## src/rtl/ghost_sprite_arbiter.sv

```systemverilog
// ghost_sprite_arbiter: round-robin sharing of the ghost sprite ROM among ghost renderers,
// with registered, id-tagged row return and the skirt animation frame.
module ghost_sprite_arbiter #(
    parameter int NUM_GHOSTS = 4,
    parameter int ROWS       = 14,
    parameter int ANIM_DIV   = 8,
    parameter int BLANK_ADDR = 28,
    localparam int IW = $clog2(NUM_GHOSTS),
    localparam int TW = (ANIM_DIV > 1) ? $clog2(ANIM_DIV) : 1
) (
    input  logic                    clk_i,
    input  logic                    rst_i,
    input  logic                    frame_tick_i,
    input  logic [NUM_GHOSTS-1:0]   req_i,
    input  logic [4*NUM_GHOSTS-1:0] row_i,
    output logic [4:0]              rom_addr_o,
    input  logic [27:0]             rom_data_i,
    output logic [NUM_GHOSTS-1:0]   ack_o,
    output logic [27:0]             rdata_o,
    output logic                    rvalid_o,
    output logic [IW-1:0]           rid_o,
    output logic                    anim_frame_o
);
    logic [NUM_GHOSTS-1:0] mask_q, mask_d, elig, ack_q;
    logic [IW-1:0]         ptr_q, ptr_d, gid, rid_q;
    logic [TW-1:0]         tick_q, tick_d;
    logic                  anim_q, anim_d, gnt, rvalid_q, wrap;
    logic [27:0]           rdata_q;
    logic [3:0]            sel_row;

    // first eligible ghost at or after the pointer; lower offsets searched last so they win
    always_comb begin
        elig = req_i & ~mask_q;
        gnt  = 1'b0;
        gid  = '0;
        for (int k = NUM_GHOSTS - 1; k >= 0; k--) begin
            if (elig[(int'(ptr_q) + k) % NUM_GHOSTS]) begin
                gnt = 1'b1;
                gid = IW'((int'(ptr_q) + k) % NUM_GHOSTS);
            end
        end
    end

    always_comb begin
        sel_row    = row_i[int'(gid)*4 +: 4];
        rom_addr_o = (gnt && int'(sel_row) < ROWS) ? 5'(int'(anim_q) * ROWS + int'(sel_row))
                                                   : 5'(BLANK_ADDR);
        ptr_d      = gnt ? ((gid == IW'(NUM_GHOSTS - 1)) ? '0 : gid + 1'b1) : ptr_q;
        mask_d     = gnt ? (NUM_GHOSTS'(1) << gid) : '0;
        wrap       = frame_tick_i && (tick_q == TW'(ANIM_DIV - 1));
        tick_d     = wrap ? '0 : (frame_tick_i ? tick_q + 1'b1 : tick_q);
        anim_d     = anim_q ^ wrap;
    end

    always_ff @(posedge clk_i or posedge rst_i) begin
        if (rst_i) begin
            mask_q   <= '0;
            ptr_q    <= '0;
            tick_q   <= '0;
            anim_q   <= 1'b0;
            ack_q    <= '0;
            rvalid_q <= 1'b0;
            rid_q    <= '0;
            rdata_q  <= '0;
        end else begin
            mask_q   <= mask_d;
            ptr_q    <= ptr_d;
            tick_q   <= tick_d;
            anim_q   <= anim_d;
            ack_q    <= mask_d;
            rvalid_q <= gnt;
            if (gnt) begin
                rid_q   <= gid;
                rdata_q <= rom_data_i;
            end
        end
    end

    assign ack_o        = ack_q;
    assign rvalid_o     = rvalid_q;
    assign rid_o        = rid_q;
    assign rdata_o      = rdata_q;
    assign anim_frame_o = anim_q;
endmodule

```

## config.mk

```make
export PLATFORM = sky130hd
export DESIGN_NAME = ghost_sprite_arbiter
export DESIGN_NICKNAME = d
export VERILOG_FILES = /design/src/rtl/ghost_sprite_arbiter.sv
export SDC_FILE = /design/constraint.sdc
export NUM_CORES = 1
export LEC_CHECK = 0
export BUFFER_PORTS_ARGS = -buffer_cell sky130_fd_sc_hd__buf_2
export CORE_AREA = 2 2 76 63
export CTS_BUF_LIST = sky130_fd_sc_hd__clkbuf_8
export DETAILED_ROUTE_END_ITERATION = 7
export DIE_AREA = 0 0 78 65
export PLACE_DENSITY_LB_ADDON = 0.15
export SLEW_MARGIN = 0
export SYNTH_ARGS = -nofsm -noshare
export SYNTH_HDL_FRONTEND = slang
export SYNTH_SLANG_ARGS = --single-unit
```

## constraint.sdc

```tcl
create_clock -name clk_i -period 3.13 [get_ports clk_i]
set_input_delay 0.313 -clock clk_i [delete_from_list [all_inputs] [get_ports clk_i]]
set_output_delay 0.313 -clock clk_i [all_outputs]
set_load 0.02 [all_outputs]
```

# Yosys cells after proc, flatten, opt, wreduce, memory -nomap -nowiden
# Cells that the tools add are included.
# classes
add_sub_neg,6
n_mul,1
magnitude_cmp,5
eq_ne,2
n_shift,2
mux,24
n_bitwise,6
n_reduce_logical,6
# op_table
op,n
$shiftx A16 B5 Y4,1
$lt A3 B4 Y1 const B,3
$mux W1,11
$mux W2,5
$bmux W1 S2,4
$mux W3,2
$reduce_or A2 Y1,3
$add A5 B4 Y5,1
$mux W5,1
$add A2 B1 Y2 const B,2
$add A2 B2 Y2 const B,2
$and A4 B4 Y4,1
$lt A4 B4 Y1 const B,1
$mul A1 B3 Y4 const B,1
$mux W4,1
$not A4 Y4,1
$shl A1 B2 Y4 const A,1
$add A3 B1 Y3 const B,1
$and A1 B1 Y1 const A,3
$eq A3 B3 Y1 const B,1
$lt A2 B3 Y1 const B,1
$eq A2 B2 Y1 const B,1
$logic_and A1 B1 Y1,2
$reduce_bool A2 Y1,1
$xor A1 B1 Y1,1
# word_totals
reg_bits,41
in_bits,51
out_inout_bits,41
word_cells,59

# Logic depth before layout (Yosys ltp)
# Gate-level depths: netlist (run 1).
# logic_depth
depth_word,14
mapped_depth,11
depth_no_buf,10

# Worst setup path after synthesis (run 1)
# OpenSTA, ideal clock, no wires.
# synth_timing
path_kind,flip-flop to output port
start,"register, netlist name ack_o[3]"
end,output rom_addr_o[3]
arrival_ns,2.336
t_required_ns,2.817
setup_slack_ns,0.481
stages_incl_launch_ff,11
n_path_buf,1
cell_sequence,dfrtp_1 > nand2b_4 > a21boi_1 > o21ba_4 > buf_12 > mux2i_1 > mux2i_2 > ha_1 > fa_1 > xnor2_1 > nand3_1
# synth_lines
element,line,source
"end, declared",16,"output logic [4:0] rom_addr_o,"

==> summary.md, run 1 <==
| Metric | Value |
|---|---|
| Status | finished clean |
| Root buf cell | clkbuf_8 |
| Number of non-filler instances in the completed layout | 314 |
| Reg2Reg Setup Slack | around 1.3 ns |
| Die height | 65 um |
| CP required | between 2 and 3 ns |
| Initial antenna violation count | 0 |
| Routed Antenna Nets | 0 |
| Cell area after synthesis | ~2000 um2 |
| Setup ws final | between 0.15 and 0.2 ns |
| Antenna diodes | 0 |
| Vias in the first global route | 1432 |
| Slew HR | about 64% |
| Worst ir drop on vdd | between 0.0003 and 0.0004 V |
| Worst-path clk slew | about 0.07 ns |
| Switching pwr | 0.969 mW |
| DP Worst Slack | 0.400 ns |
| Die ar. | 5070 um2 |
| Sequential share of the synthesized area | 51.5% |
| Clk network pwr share | about 15% |
| Unrepaired setup endpoints after global routing | no |
| Final Net Count | about 310 |
| LEAKAGE | 1.34 nW |
| Worst-Skew Late Latency | just under 0.3 ns |
| Yosys synthesis warning count | 0 |
| Final setup fails | 0 |
| Power share of the sequential group | a little under a third |
| Die W | between 70 and 80 um |
| H-tree depth | 2 |
| Minimum clock period | between 2 and 3 ns |
| Post-synth EDFFs | 0 |
| Vias | 1467 |
| Post-Route Utilization | around three fifths |
| Layout cell share with drive strength beyond 1 | 56.3% |
| Core area | ~4400 um2 |
| Syn_nets | 213 |
| IO Port Bufs | ~90 |
| Final Skew | 0.00589 ns |
| CTS Buf Count | 5 |
| Vias/cell | around 4.7 |
| Final WL | ~4000 um |
| MaxCap Viol Count | 0 |
| Gp weighted congestion | between 0.8 and 0.9 |
| Synth Register Bits | 41 |
| Least-Margin Pin Slew | 0.529 ns |
| Net Sw Frac | between 40% and 50% |
| Final Hold Vio Count | 0 |
| Total grt overflow | 0 |
| Overall Global Routing Usage | between 10% and 20% |
| TNS Setup | 0 ns |
| DP Cell Count | about 300 |
| Cell row count | 22 |
| Critical path data arrival time | ~2.6 ns |
| Fmax | around 0.34 GHz |
| Io pins | roughly 90 |
| Layout area overhead | 33.0% |
| Slew Limit Fails | 0 |
| Worst setup EP type | primary output |
| Initial Utilization | a little under half |
| First-pass DRT Iterations | 4 |
| Critical path class | flop to primary output |
| Syn_area_per_cell | about 13 um2 |
| Ys async rst share | 100% |
| Top FF cell, synth | dfrtp_1 |
| Min-Delay Path Class | input port to flop |
| CTS tree | built |
| Clock sink count | just over 40 |
| Comb pwr share | between 50% and 60% |
| Netlist cell types | 36 |
| DRT iter0 DRCs | 53 |
| Final Power | approximately 2.4 mW |
| Routed len/inst | ~12 um |
| Largest net degree at the start of global routing | 28 |
| Crit-path max FO | 8 |
| Int Power | ~1.4 mW |
| Clk buf depth | 2 |
| DP Wirelength | around 3000 um |
| Fin crit share | between 90% and 100% |
| Critical Path Start Type | flop |
| Residual DRC | 0 |
| Synthesized instance count | around 150 |
| PwrDens | around 910 nW/um2 |
| Global-route wire length before repair | approximately 6400 um |
## routing by layer
metal  global-route usage [%]  share of wire, %  up-vias
li1                         -                 -      727
met5                        0                 0        -
met2                     26.9                49       43
met1                     20.9                45      693
met4                     4.61              0.69        0
met3                     4.04               6.0        4
## power by group through the flow
stage               Combinational, mW  Clock (mW)  Sequential (mW)
finish                           1.27       0.368            0.762
global route                     1.41       0.408            0.785
CTS                              1.26       0.381            0.762
detailed placement               1.26           0            0.772
global placement                 1.24           0            0.765
floorplan                       0.801           0            0.897
## layout make-up
cell class              count  area [um2]
repair buffers             99         518
multi-input cells          98         887
flip-flops and latches     41        1030
inverters                   8        42.5
clock buffers               7        96.3
well taps                  60        75.1
fillers                   399        1750
clock inverters             1        5.00
## kinds of logic (layout without fill, tap and decap cells)
kind of cell	after synthesis	in the layout	synth area share (%)
buf+inv	13	115	4.02
flops	41	41	51.5
fa+ha+maj	10	10	6.65
mux	35	35	19.6
xor+xnor	2	2	0.879
simple gates	35	35	10.9
compound gates	16	16	6.40
## worst max-delay path: stages, from the launching register on
cell and delay, ns:
dfrtp_1 0.37, nand2b_4 0.15, a21boi_1 0.15, o21ba_4 0.33, mux2i_1 0.24, mux2i_2 0.11
ha_1 0.22, fa_1 0.38, xnor2_1 0.14, nand3_1 0.08, buf_2 0.18
## placed cells by master, fill, tap and decap left out, types with 2 or more instances in the layout
master    Yosys  layout
buf_2         2      91
dfrtp_1      41      40
mux2_2       24      24
nand2_1      10      10
ha_1          9       9
clkbuf_8      0       7
buf_4         0       7
inv_1         7       6
mux2_1        6       6
nor2_1        4       4
a21oi_1       4       4
mux2i_1       4       4
and2_1        4       4
o21ai_0       4       4
nand3_1       3       3
nand2b_4      2       2
nand3_2       2       2
a21boi_1      2       2
nand3b_1      2       2
a32oi_2       2       2
xnor2_1       2       2
## synthesized netlist by cell type, drive strengths merged (4+ instances only)
cell | number | share of area, %
nand3 | 5 | 1.8
a21oi | 4 | 1.0
mux2 | 30 | 17
dfrtp | 41 | 51
ha | 9 | 5.6
nor2 | 4 | 0.75
mux2i | 5 | 2.7
nand2 | 11 | 2.2
and2 | 4 | 1.3
o21ai | 5 | 1.3
inv | 7 | 1.3
## state kept, by name, indices dropped and copies added (netlist names)
name and cells:
rdata_o 28, ack_o 4, tick_q 3, ptr_q 2, rid_o 2, anim_frame_o 1, rvalid_o 1
## stage by stage
step,hold slack [ns],instance area [um2]
2_1_floorplan,0.420,1990
3_3_place_gp,0.307,2520
3_5_place_dp,0.311,2520
4_1_cts,0.233,2630
5_1_grt,0.232,2650
6_report,0.244,2650
## final timing paths
path	from	depth (start not counted)	endpoint
setup reg to reg	ack_o[3]$_DFF_PP0_	5	rdata_o[2]$_DFFE_PP0P_
max in group asynchronous	rst_i	4	ptr_q[1]$_DFFE_PP0P_
hold reg to reg	rdata_o[6]$_DFFE_PP0P_	1	rdata_o[6]$_DFFE_PP0P_
hold / removal	rom_data_i[1]	2	rdata_o[1]$_DFFE_PP0P_
setup / recovery	ack_o[3]$_DFF_PP0_	10	rom_addr_o[3]
min in group asynchronous	rst_i	3	rdata_o[22]$_DFFE_PP0P_
## what timing repair did
item	4_1_cts	5_1_grt
setup endpoints to repair	0	2
hold buffers	1	0
setup buffers	0	3
gates resized for setup	0	1
hold endpoints to repair	8	0
Power figures use the tool's default switching activity.
==> inputs of run 2 (changes only) <==
--- a/config.mk
+++ b/config.mk
@@ -6,10 +6,10 @@
 export NUM_CORES = 1
 export LEC_CHECK = 0
 export BUFFER_PORTS_ARGS = -buffer_cell sky130_fd_sc_hd__buf_2
-export CORE_AREA = 2 2 76 63
+export CORE_AREA = 2 2 82 69
 export CTS_BUF_LIST = sky130_fd_sc_hd__clkbuf_8
 export DETAILED_ROUTE_END_ITERATION = 7
-export DIE_AREA = 0 0 78 65
+export DIE_AREA = 0 0 84 71
 export PLACE_DENSITY_LB_ADDON = 0.15
 export SLEW_MARGIN = 0
 export SYNTH_ARGS = -nofsm -noshare
==> summary.md, run 2 (synthesis gave the netlist of run 1 again) <==
| Metric | Value |
|---|---|
| Die ar. | 5960 um2 (was 5070 um2) |
| DP Worst Slack | 0.365 ns (was 0.400 ns) |
| CTS tree | built (unchanged) |
| Crit-path max FO | 7 (was 8) |
| Die height | 71 um (was 65 um) |
| Power share of the sequential group | 30.4% (was 31.7%) |
| Int Power | 1.50 mW (was 1.44 mW) |
| Initial antenna violation count | 0 (unchanged) |
| Vias | 1504 (was 1467) |
| TNS Setup | 0 ns (unchanged) |
| Initial Utilization | 38.4% (was 45.3%) |
| DRT iter0 DRCs | 50 (was 53) |
| Commonest non-fill, non-tap cell in the layout | buf_2 (unchanged) |
| Hold Buf Count CTS | 0 (was 1) |
| Minimum clock period | 2.96 ns (was 2.94 ns) |
| Critical Path Max Stage Delay | 0.44 ns (was 0.38 ns) |
| Worst ir drop on vdd | 0.000501 V (was 0.000370 V) |
| Clock sink count | 41 (unchanged) |
| Worst-Skew Late Latency | 0.28 ns (was 0.29 ns) |
| Unrepaired setup endpoints after global routing | yes (was no) |
| Critical path class | flop to primary output (unchanged) |
| Slew HR | 65.9% (was 64.5%) |
| Routed Antenna Nets | 0 (unchanged) |
| Core area | 5190 um2 (was 4400 um2) |
| Root buf cell | clkbuf_8 (unchanged) |
| Comb pwr share | 52.0% (was 53.0%) |
| Max reg flops | 28 (unchanged) |
| Filler cell count | 488 (was 399) |
| Least-Margin Pin Slew | 0.512 ns (was 0.529 ns) |
| Critical path data arrival time | 2.64 ns (was 2.63 ns) |
| Global-route wire length before repair | 6400 um (was 6440 um) |
| Final Net Count | 314 (unchanged) |
| Largest net degree at the start of global routing | 42 (was 28) |
| Worst setup EP type | primary output (unchanged) |
| Routed len/inst | 12.8 um (was 12.4 um) |
| Antenna diodes | 0 (unchanged) |
| Cell row count | 24 (was 22) |
| Fmax | 0.338 GHz (was 0.340 GHz) |
| CP dominant cell by count | mux2i_2 |
| Overall Global Routing Usage | 13.5% (was 16.1%) |
| Slew Limit Fails | 0 (unchanged) |
| Crit path max-delay cell type | dfrtp_1 (was fa_1) |
| CTS Buf Count | 5 (unchanged) |
| CP cell instances | nand2b_1 > a21boi_2 > o21ba_4 > mux2i_2 > mux2i_2 > ha_1 > fa_1 > xnor2_1 > nand3_1 > buf_2 (was nand2b_4 > a21boi_1 > o21ba_4 > mux2i_1 > mux2i_2 > ha_1 > fa_1 > xnor2_1 > nand3_1 > buf_2) |
| First-pass DRT Iterations | 4 (unchanged) |
| Final Power | 2.50 mW (was 2.40 mW) |
| Gp weighted congestion | 0.782 (was 0.803) |
| Fin crit share | 94.4% (was 93.9%) |
| Final Skew | 0.00337 ns (was 0.00589 ns) |
| LEAKAGE | 1.34 nW (about the same) |
| IO Port Bufs | 91 (unchanged) |
| Total grt overflow | 0 (unchanged) |
| Vias/cell | 4.71 (was 4.67) |
| Residual DRC | 0 (unchanged) |
| Final Hold Vio Count | 0 (unchanged) |
| Min-Delay Path Class | input port to asynchronous set/reset pin (was input port to flop) |
| Vias in the first global route | 1373 (was 1432) |
| MaxCap Viol Count | 0 (unchanged) |
| DP Wirelength | 3030 um (was 2990 um) |
| Layout area overhead | 34.8% (was 33.0%) |
| Critical Path Start Type | flop (unchanged) |
| Io pins | 92 (unchanged) |
| H-tree depth | 2 (unchanged) |
| Layout cell share with drive strength beyond 1 | 57.9% (was 56.3%) |
| PwrDens | 931 nW/um2 (was 907 nW/um2) |
| Clk buf depth | 2 (unchanged) |
| Final setup fails | 0 (unchanged) |
| Worst-path clk slew | 0.08 ns (was 0.07 ns) |
| Die W | 84 um (was 78 um) |
| CP required | 2.82 ns (about the same) |
| Switching pwr | 0.996 mW (was 0.969 mW) |
| Most frequent cells in the layout | buf_2 (91), dfrtp_1 (41), mux2_2 (24) (was buf_2 (91), dfrtp_1 (40), mux2_2 (24)) |
| Final WL | 4100 um (was 3890 um) |
| Net Sw Frac | 39.8% (was 40.3%) |
| Status | finished clean (unchanged) |
| Clk network pwr share | 17.6% (was 15.3%) |
| Setup ws final | 0.174 ns (was 0.190 ns) |
==> run 2: cell count changes in the layout (fill, tap and decap cells not counted), sizes merged <==
cell / previous run / this run
bufinv: 0 / 1
dlygate4sd3: 1 / 0
clkinvlp: 0 / 1
clkinv: 3 / 2
clkbuf: 7 / 6
o21ba: 1 / 2
==> run 2: cell type report <==
class                      count  area [um2]  share of cell area [%]
sequential                    41        1030                    38.2
multi-input combinational     99         908                    33.8
timing repair buffer          98         508                    18.9
clock buffer                   6        82.6                    3.07
tap                           65        81.3                    3.03
inverter                       8        42.5                    1.58
clock inverter                 2        37.5                    1.40
==> run 2: final timing paths <==
path / slack, ns / cells past startpoint / start / endpoint
setup / recovery: 0.17 / 10 / ptr_q[1]$_DFFE_PP0P_ / rom_addr_o[3]
hold / removal: 0.14 / 3 / rst_i / rdata_o[6]$_DFFE_PP0P_
setup reg to reg: 1.39 / 5 / ack_o[3]$_DFF_PP0_ / ptr_q[1]$_DFFE_PP0P_
hold reg to reg: 0.49 / 1 / rdata_o[1]$_DFFE_PP0P_ / rdata_o[1]$_DFFE_PP0P_
max in group asynchronous: 2.64 / 3 / rst_i / rdata_o[26]$_DFFE_PP0P_
min in group clk_i: 0.24 / 2 / rom_data_i[0] / rdata_o[0]$_DFFE_PP0P_
==> run 2: power groups by stage <==
| stage | clock network (mW) | registers (mW) | logic, mW |
|---|---|---|---|
| finish | 0.440 | 0.760 | 1.30 |
| global route | 0.476 | 0.784 | 1.44 |
| CTS | 0.457 | 0.762 | 1.27 |
| detailed placement | 0 | 0.772 | 1.26 |
| global placement | 0 | 0.765 | 1.26 |
| floorplan | 0 | 0.897 | 0.801 |
==> run 2: worst max-delay path, delay by kind of cell (launching register included) <==
| kind | cells | cell delay, ns |
|---|---|---|
| AOI/OAI and AO/OA | 2 | 0.38 |
| xor gates and xnor gates | 1 | 0.15 |
| adders and majority gates | 2 | 0.60 |
| buffers and inverters | 1 | 0.17 |
| DFF | 1 | 0.44 |
| muxes | 2 | 0.36 |
| and+or+nand+nor | 2 | 0.26 |
==> run 2: timing repair <==
action / CTS / global route
gates resized for setup: 0 / 4
endpoints found under the setup margin: 0 / 2
buffers inserted: 0 / 3
==> run 2: layer usage <==
| layer | track usage, % | up-vias | part of all wire [%] |
|---|---|---|---|
| met2 | 22.8 | 45 | 49 |
| met5 | 0 | - | 0 |
| li1 | - | 729 | - |
| met3 | 5.02 | 2 | 6.3 |
| met4 | 3.23 | 0 | 0.32 |
| met1 | 16.6 | 728 | 44 |
==> run 2: through the flow <==
| step | util (%) | cell area, um2 | cells | hold slack (ns) |
|---|---|---|---|---|
| 2_1_floorplan | - | 1990 | 152 | 0.420 |
| 3_3_place_gp | 48.6 | 2520 | 307 | 0.461 |
| 3_5_place_dp | 48.6 | 2520 | 307 | 0.471 |
| 4_1_cts | 50.9 | 2640 | 315 | 0.151 |
| 5_1_grt | 51.7 | 2690 | 319 | 0.176 |
| 6_report | 51.7 | 2690 | 319 | 0.136 |
